<file path="src/rtl/pixel_sensor_ctrl.sv">
// Frame sequencer for the pixel array: erase, expose, 256-step ramp conversion,
// then row-by-row readout with a valid/ready handshake to the capture logic.
//
//   state   | meaning
//   --------+-------------------------------------------------
//   IDLE    | waiting for START, all outputs low
//   ERASE   | ERASE high, timer counts ERASE_CYCLES down
//   EXPOSE  | EXPOSE high, timer counts EXPOSE_CYCLES down
//   CONVERT | RAMP high, COUNTER steps 0..255
//   READ    | one-hot row select, settle cycle then DATA_VALID
//   DONE    | one-cycle FRAME_DONE pulse
module pixel_sensor_ctrl #(
  parameter int PIXEL_ARRAY_HEIGHT = 2,
  parameter int ERASE_CYCLES       = 5,
  parameter int EXPOSE_CYCLES      = 255
) (
  input  logic                          CLK,
  input  logic                          RESET,
  input  logic                          START,
  input  logic                          DATA_READY,
  output logic                          ERASE,
  output logic                          EXPOSE,
  output logic                          RAMP,
  output logic [7:0]                    COUNTER,
  output logic [PIXEL_ARRAY_HEIGHT-1:0] READ,
  output logic                          DATA_VALID,
  output logic [((PIXEL_ARRAY_HEIGHT > 1) ? $clog2(PIXEL_ARRAY_HEIGHT) : 1)-1:0] ROW_ADDR,
  output logic                          BUSY,
  output logic                          FRAME_DONE
);

  localparam int ROW_W = (PIXEL_ARRAY_HEIGHT > 1) ? $clog2(PIXEL_ARRAY_HEIGHT) : 1;

  localparam logic [2:0] S_IDLE    = 3'd0;
  localparam logic [2:0] S_ERASE   = 3'd1;
  localparam logic [2:0] S_EXPOSE  = 3'd2;
  localparam logic [2:0] S_CONVERT = 3'd3;
  localparam logic [2:0] S_READ    = 3'd4;
  localparam logic [2:0] S_DONE    = 3'd5;

  localparam logic [15:0]      ERASE_LOAD  = 16'(ERASE_CYCLES - 1);
  localparam logic [15:0]      EXPOSE_LOAD = 16'(EXPOSE_CYCLES - 1);
  localparam logic [ROW_W-1:0] LAST_ROW    = ROW_W'(PIXEL_ARRAY_HEIGHT - 1);

  logic [2:0]                    state, state_nx;
  logic [15:0]                   timer, timer_nx;
  logic [ROW_W-1:0]              row, row_nx;
  logic [7:0]                    cnt, cnt_nx;
  logic                          vld, vld_nx;
  logic [PIXEL_ARRAY_HEIGHT-1:0] read_nx;

  always_comb begin
    state_nx = state;
    timer_nx = timer;
    row_nx   = row;
    cnt_nx   = cnt;
    vld_nx   = vld;
    case (state)
      S_IDLE: begin
        if (START) begin
          state_nx = S_ERASE;
          timer_nx = ERASE_LOAD;
        end
      end
      S_ERASE: begin
        if (timer == 16'd0) begin
          state_nx = S_EXPOSE;
          timer_nx = EXPOSE_LOAD;
        end else begin
          timer_nx = timer - 16'd1;
        end
      end
      S_EXPOSE: begin
        if (timer == 16'd0) begin
          state_nx = S_CONVERT;
          cnt_nx   = 8'd0;
        end else begin
          timer_nx = timer - 16'd1;
        end
      end
      S_CONVERT: begin
        // the ramp ends after the code-255 cycle, so the counter never wraps
        if (cnt == 8'hFF) begin
          state_nx = S_READ;
          cnt_nx   = 8'd0;
          row_nx   = '0;
          vld_nx   = 1'b0;
        end else begin
          cnt_nx = cnt + 8'd1;
        end
      end
      S_READ: begin
        if (!vld) begin
          vld_nx = 1'b1;
        end else if (DATA_READY) begin
          vld_nx = 1'b0;
          if (row == LAST_ROW) begin
            state_nx = S_DONE;
            row_nx   = '0;
          end else begin
            row_nx = row + ROW_W'(1);
          end
        end
      end
      S_DONE: begin
        state_nx = S_IDLE;
      end
      default: begin
        state_nx = S_IDLE;
        timer_nx = 16'd0;
        row_nx   = '0;
        cnt_nx   = 8'd0;
        vld_nx   = 1'b0;
      end
    endcase
  end

  always_comb begin
    read_nx = '0;
    for (int i = 0; i < PIXEL_ARRAY_HEIGHT; i++) begin
      read_nx[i] = (state_nx == S_READ) && (int'(row_nx) == i);
    end
  end

  // outputs are registered from the next-state decode so they only move at an edge
  always_ff @(posedge CLK) begin
    if (!RESET) begin
      state      <= S_IDLE;
      timer      <= 16'd0;
      row        <= '0;
      cnt        <= 8'd0;
      vld        <= 1'b0;
      ERASE      <= 1'b0;
      EXPOSE     <= 1'b0;
      RAMP       <= 1'b0;
      READ       <= '0;
      BUSY       <= 1'b0;
      FRAME_DONE <= 1'b0;
    end else begin
      state      <= state_nx;
      timer      <= timer_nx;
      row        <= row_nx;
      cnt        <= cnt_nx;
      vld        <= vld_nx;
      ERASE      <= (state_nx == S_ERASE);
      EXPOSE     <= (state_nx == S_EXPOSE);
      RAMP       <= (state_nx == S_CONVERT);
      READ       <= read_nx;
      BUSY       <= (state_nx != S_IDLE);
      FRAME_DONE <= (state_nx == S_DONE);
    end
  end

  assign COUNTER    = cnt;
  assign DATA_VALID = vld;
  assign ROW_ADDR   = row;

endmodule

</file>
<file path="config.mk">
export PLATFORM = sky130hd
export DESIGN_NAME = pixel_sensor_ctrl
export DESIGN_NICKNAME = d
export VERILOG_FILES = /design/src/rtl/pixel_sensor_ctrl.sv
export SDC_FILE = /design/constraint.sdc
export NUM_CORES = 1
export LEC_CHECK = 0
export BUFFER_PORTS_ARGS = -buffer_cell sky130_fd_sc_hd__buf_4
export CORE_UTILIZATION = 45
export CTS_BUF_LIST = sky130_fd_sc_hd__clkbuf_16
export CTS_CLUSTER_DIAMETER = 40
export CTS_CLUSTER_SIZE = 25
export DETAILED_ROUTE_END_ITERATION = 16
export GPL_ROUTABILITY_DRIVEN = 0
export GPL_TIMING_DRIVEN = 0
export PLACE_DENSITY = 0.64
export RECOVER_POWER = 100
export SLEW_MARGIN = 10
export SYNTH_ARGS = -nofsm -noshare
export SYNTH_HDL_FRONTEND = slang
export SYNTH_SLANG_ARGS = --single-unit
</file>
<file path="constraint.sdc">
create_clock -name CLK -period 1.8 [get_ports CLK]
set_input_delay 0.45 -clock CLK [delete_from_list [all_inputs] [get_ports CLK]]
set_output_delay 0.45 -clock CLK [all_outputs]
set_load 0.02 [all_outputs]
</file>
# After elaboration in Yosys (flattened, before gate mapping)

Cells that the tools add are included.
Widths: inputs -> output; s select.

ROM bits: 0
Output and inout port bits: 17
Memories kept: 0
Register bits: 36
Memory bits (writable): 0
Latch bits: 0

Equal/unequal tests: 15
Shifts and indexed selects: 0
Bitwise logic cells: 4
$mul: 0
Div/mod/pow operators: 0
Reduce and logical (&&, ||, !) cells: 11
Magnitude comparators: 0
Add/sub/neg operators: 3
Muxes and demuxes: 24

Operators with widths:

| kind                  | number |
|---|---|
| $pmux 16 s4           | 1 |
| $mux 16               | 3 |
| $pmux 8 s3            | 1 |
| $mux 3                | 7 |
| $logic_not 16->1      | 1 |
| $mux 8                | 2 |
| $sub 16x1->16 const B | 1 |
| $pmux 3 s5            | 1 |
| $eq 3x2->1 const B    | 4 |
| $eq 3x3->1 const B    | 4 |
| $add 8x1->8 const B   | 1 |
| $eq 8x8->1 const B    | 1 |
| $ne 2x2->1 const B    | 4 |
| $reduce_or 4->1       | 2 |
| $mux 1                | 7 |
| $eq 3x1->1 const B    | 2 |
| $pmux 1 s3            | 2 |
| $not 1->1             | 4 |
| $reduce_and 2->1      | 2 |
| $logic_not 3->1       | 1 |
| $reduce_and 3->1      | 1 |
| $reduce_bool 3->1     | 1 |
| $reduce_or 3->1       | 1 |
| $logic_and 1x1->1     | 2 |
| $add 1x1->1 const B   | 1 |

# Logic depth before layout (Yosys ltp)

Depth after elaboration: 7
Gate-level depth with buffers: 7
Depth with buffers taken out: 7

# Worst setup path before layout

No wires, ideal clock.

Path type: flip-flop to flip-flop
Start point: register cnt[0] (netlist: COUNTER[0])
End point: register READ[0]
Buffers on the path: 0
Period minus slack after synthesis: 1.922 ns
Arrival: 1.861 ns
Setup slack: -0.122 ns
Stages on the path, launching flop included: 7
Required time: 1.739 ns
Cell sequence: dfxtp_1 > ha_1 > nand3_1 > o31ai_2 > o21ai_0 > o2bb2ai_1 > and4bb_1

Cells in the longest elaborated chain, start to end: 5

Ends and longest elaborated chain:

| item                                            | line | text |
|---|---|---|
| start, declared                                 | 48   | `logic [7:0] cnt, cnt_nx;` |
| start signal, assigned                          | 143  | `cnt <= cnt_nx;` |
| $eq 8x8->1 (*)                                  | 83   | `if (cnt == 8'hFF) begin` |
| $mux 3 / $mux 1 (equally long branches)         | 83   |  |
| $pmux 3 s5 / $pmux 1 s3 (equally long branches) | 58   | `case (state)` |
| $eq 3x3->1 / $not 1->1 (equally long branches)  | 121  | `read_nx[i] = (state_nx == S_READ) && (int'(row_nx) == i);` |
| $logic_and 1x1->1 (*)                           | 121  |  |
| end signal, assigned                            | 148  | `READ <= read_nx;` |
| end, declared                                   | 25   | `output logic [PIXEL_ARRAY_HEIGHT-1:0] READ,` |

Every way passes the cells marked *; elsewhere a longest branch is shown, timed or not.
A chain may end at the register's enable or synchronous reset.

# Worst setup path after layout

Start point: register timer[1]
End point: register EXPOSE

Cells in the longest elaborated chain, start to end: 4

Ends and longest elaborated chain:

| item                      | line   | text |
|---|---|---|
| start, declared           | 46     | `logic [15:0] timer, timer_nx;` |
| start signal, assigned    | 141    | `timer <= timer_nx;` |
| $logic_not 16->1 (*)      | 66, 74 |  |
| $mux 3 (on tied branches) | 74, 66 |  |
| $pmux 3 s5 (*)            | 58     |  |
| $eq 3x2->1 (*)            | 146    | `EXPOSE <= (state_nx == S_EXPOSE);` |
| end signal, assigned      | 146    |  |
| end, declared             | 22     | `output logic EXPOSE,` |

Marks and branches as above.

==> out/results.tsv <==
stage	metric	value	unit
global_routing	antenna_found_initial	0	
global_routing	grt_pass1_vias	1900	
finish	fin_util	0.6238	
finish	seq_area	726.9	um2
job	maxCapViolations	0	
logic_synthesis	async_flop_share	0	
clock_network	cts_tree	done	
logic_synthesis	syn_area_per_cell	8.490	um2
floorplan	floorplan.rows	24	
routing	vias	1999	
finish	multiInputGateArea	0.001465	mm2
power_and_ir_drop	power	5.583	mW
logic_synthesis	synth_edf_count	0	
clock_network	clk_pin_slew_worst_paths	0.05	ns
worst_setup_path	startpoint_type	register	
logic_synthesis	ys_seq_area_frac	0.3567	
logic_synthesis	syn-cell-area	0.002021	mm2
sta	skew	0.005117	ns
global_routing	grt_overflow	0	
logic_synthesis	synth.largest_area_cell	dfxtp_1	
logic_synthesis	ys_seq_elements	36	
worst_setup_path	crit_type	reg2reg	
sta	hold_viol	0	
sta	setup_viol	0	
routing	drtIter0Drc	152	
clock_network	clk_latency	0.28	ns
placed_design	place_area	0.002248	mm2
worst_setup_path	critPathMaxStageDelay	0.35	ns
outcome	status	finished clean	
sta	worstMarginPinSlew	0.5091	ns
worst_setup_path	endpoint_kind	register	
sta	rsz0062_at_grt	true	
logic_synthesis	synth_cell_types	61	
routing	ant_nets	0	
clock_network	cts.sinks	36	
global_routing	grt_first_pass_wirelength	9328	um
global_routing	grt_max_degree	11	
placed_design	port-buffer-count	19	
floorplan	io_pins	21	
finish	finalNetCount	290	
routing	detail_route.first_pass.iterations	4	
sta	setup_slack	0.03326	ns
clock_network	cts-root-buf	clkbuf_16	
placed_design	post-place-ws	-0.3278	ns
routing	vias_per_cell	5.967	
worst_setup_path	path_max_fanout	6	
routing	wl	5681	um
sta	max_freq	0.5660	GHz
worst_setup_path	cp_slowest_cell	dfxtp_4	
clock_network	h-tree-depth	2	
global_routing	grt.total_usage	0.2420	
finish	area_delta_synth_final	33.50	%
placed_design	dp.cells	309	
sta	min_period_over_period	0.9815	
floorplan	die_height	69.01	um
sta	slew_violations	0	
worst_setup_path	crit_chain	inv_4 -> ha_4 -> nor4b_4 -> buf_4 -> nand4_4 -> nor2_1 -> nor3_4 -> and4_1	
power_and_ir_drop	ir_drop	968.0	uV
routing	drc	0	
logic_synthesis	syn_inst	238	
logic_synthesis	synth_flop_cell	dfxtp_1	
placed_design	hpwlAfterDp	3503	um
clock_network	cts_buffers	5	
floorplan	die_w	69.01	um
floorplan	die_area	0.004762	mm2
worst_hold_path	hp-class	reg2reg	
logic_synthesis	synthesis.nets	245	
finish	design_area	0.002698	mm2
sta	relSlewSlack	0.6593	
worst_setup_path	worstPathRequired	1.97	ns
floorplan	initial_core_util	0.4673	
finish	drive_gt1_frac	0.2686	
floorplan	core	0.004324	mm2
logic_synthesis	synth_top_area_share	0.3567	
logic_synthesis	synth_area_leaders	dfxtp_1 36%, nor2_1 5.8%, o21ai_0 4.2%, a21oi_1 3.5%, nand2_1 3.2%	
finish	layoutNonFillerInstCount	335	
logic_synthesis	yosysWarnings	0	
power_and_ir_drop	p_leak	0.9904	nW
power_and_ir_drop	power.density	2070	mW/mm2
clock_network	cts-hold-fix-buffers	0	
finish	fillCellCount	388	
finish	diodes	0	
worst_setup_path	critical_path_arrival	1.93	ns
clock_network	clk_path_buf_depth	2	
routing	routedWlPerCell	16.96	um
sta	min_period	1.767	ns
[report_power, final]
group          switching [mW]  total [mW]  internal, mW
Combinational            1.95        3.53          1.58
Sequential              0.269        1.25         0.976
Clock                   0.312       0.809         0.497
Total                    2.53        5.58          3.05
[metal layers]
metal / track usage / part of all wire
met1: 0.3239 / 0.46
met2: 0.3560 / 0.46
met3: 0.07749 / 0.064
met4: 0.1043 / 0.012
met5: 0 / 0
[cells by family (layout without fill, tap and decap cells)]
family	Yosys count	count (layout)	synth area share
and+or+nand+nor	101	101	0.2916
AOI/OAI and AO/OA	72	72	0.2576
DFF	36	36	0.3567
buffers and inverters	16	61	0.03157
xor gates and xnor gates	9	9	0.03901
adders and majority gates	3	3	0.01858
muxes	1	1	0.004954
[critical path: cells and delay by family, from the launching register on]
kind,cells,cell delay [ns]
flip-flops,1,0.35
AND/OR/NAND/NOR,5,0.93
buffers and inverters,2,0.25
adder cells (fa/ha/maj),1,0.12
[area by class of cell]
cell class / instances / area share
plain buffers: 7 / 0.01299
inverters: 9 / 0.01438
repair buffers: 38 / 0.08627
clock buffers: 5 / 0.04638
well taps: 52 / 0.02412
clock inverters: 2 / 0.003247
multi-input cells: 186 / 0.5431
flip-flops and latches: 36 / 0.2695
[stage by stage]
stage | hold slack, ns | TNS (ns)
final | 0.4987 | 0
after global routing | 0.5066 | -0.9114
after CTS | 0.4978 | 0
after detailed placement | 0.4855 | -5.601
after global placement | 0.4829 | -6.043
after floorplan | 0.4788 | 0
[what timing repair did]
item | 4_1_cts | 5_1_grt
setup endpoints to repair | 31 | 31
gates resized for setup | 32 | 24
setup buffers | 10 | 9
pin swaps | 12 | 15
[final timing paths]
check / end / slack (ns) / cells after the start / start
setup reg to reg: EXPOSE / 0.03 / 8 / timer[1]
hold / removal: COUNTER[0] / 0.50 / 1 / COUNTER[0]
hold reg to reg: COUNTER[0] / 0.50 / 1 / COUNTER[0]
setup / recovery: EXPOSE / 0.03 / 8 / timer[1]
[sequential cells by signal, summed over array words and instances (netlist names)]
name / count
BUSY: 1
COUNTER: 8
DATA_VALID: 1
ERASE: 1
EXPOSE: 1
FRAME_DONE: 1
RAMP: 1
READ: 2
ROW_ADDR: 1
state: 3
timer: 16
[Yosys cell counts (2+ instances only)]
library cell and n:
nor2b_1 3, dfxtp_1 36, o21a_1 4, xnor2_1 6
a22oi_1 2, nand3_1 7, nand4b_1 2, nand4_1 4
a211oi_1 2, o21ai_0 17, o211ai_1 4, a21o_1 3
a2111oi_2 3, xor2_1 3, o2bb2ai_1 2, nor4_4 2
a2bb2oi_1 2, nand2_1 17, nor2_1 31, nor4_1 2
buf_2 2, a31oi_1 5, clkbuf_1 4, nor3_1 11
inv_1 9, and4b_1 2, o22ai_1 2, or4_1 2
or3_1 2, ha_1 3, a21oi_1 14
[cell usage in the layout, fill, tap and decap left out, types with 3 or more instances in the layout]
cell       synthesis  layout
xnor2_1            6       6
inv_1              9       8
nand3_1            7       5
o211ai_1           4       4
a21oi_1           14      13
a31oi_1            5       4
nand2_1           17      16
o21ai_4            1       3
a21o_1             3       3
nand4_1            4       4
buf_4              0      22
clkbuf_16          0       5
clkbuf_1           4      17
o21ai_1            1       4
xor2_1             3       3
o21ai_0           17      11
o21a_1             4       4
nor3_1            11      10
dfxtp_1           36      33
nor4_4             2       3
nor2_1            31      30
a2111oi_4          0       4
Power figures use the tool's default switching activity.
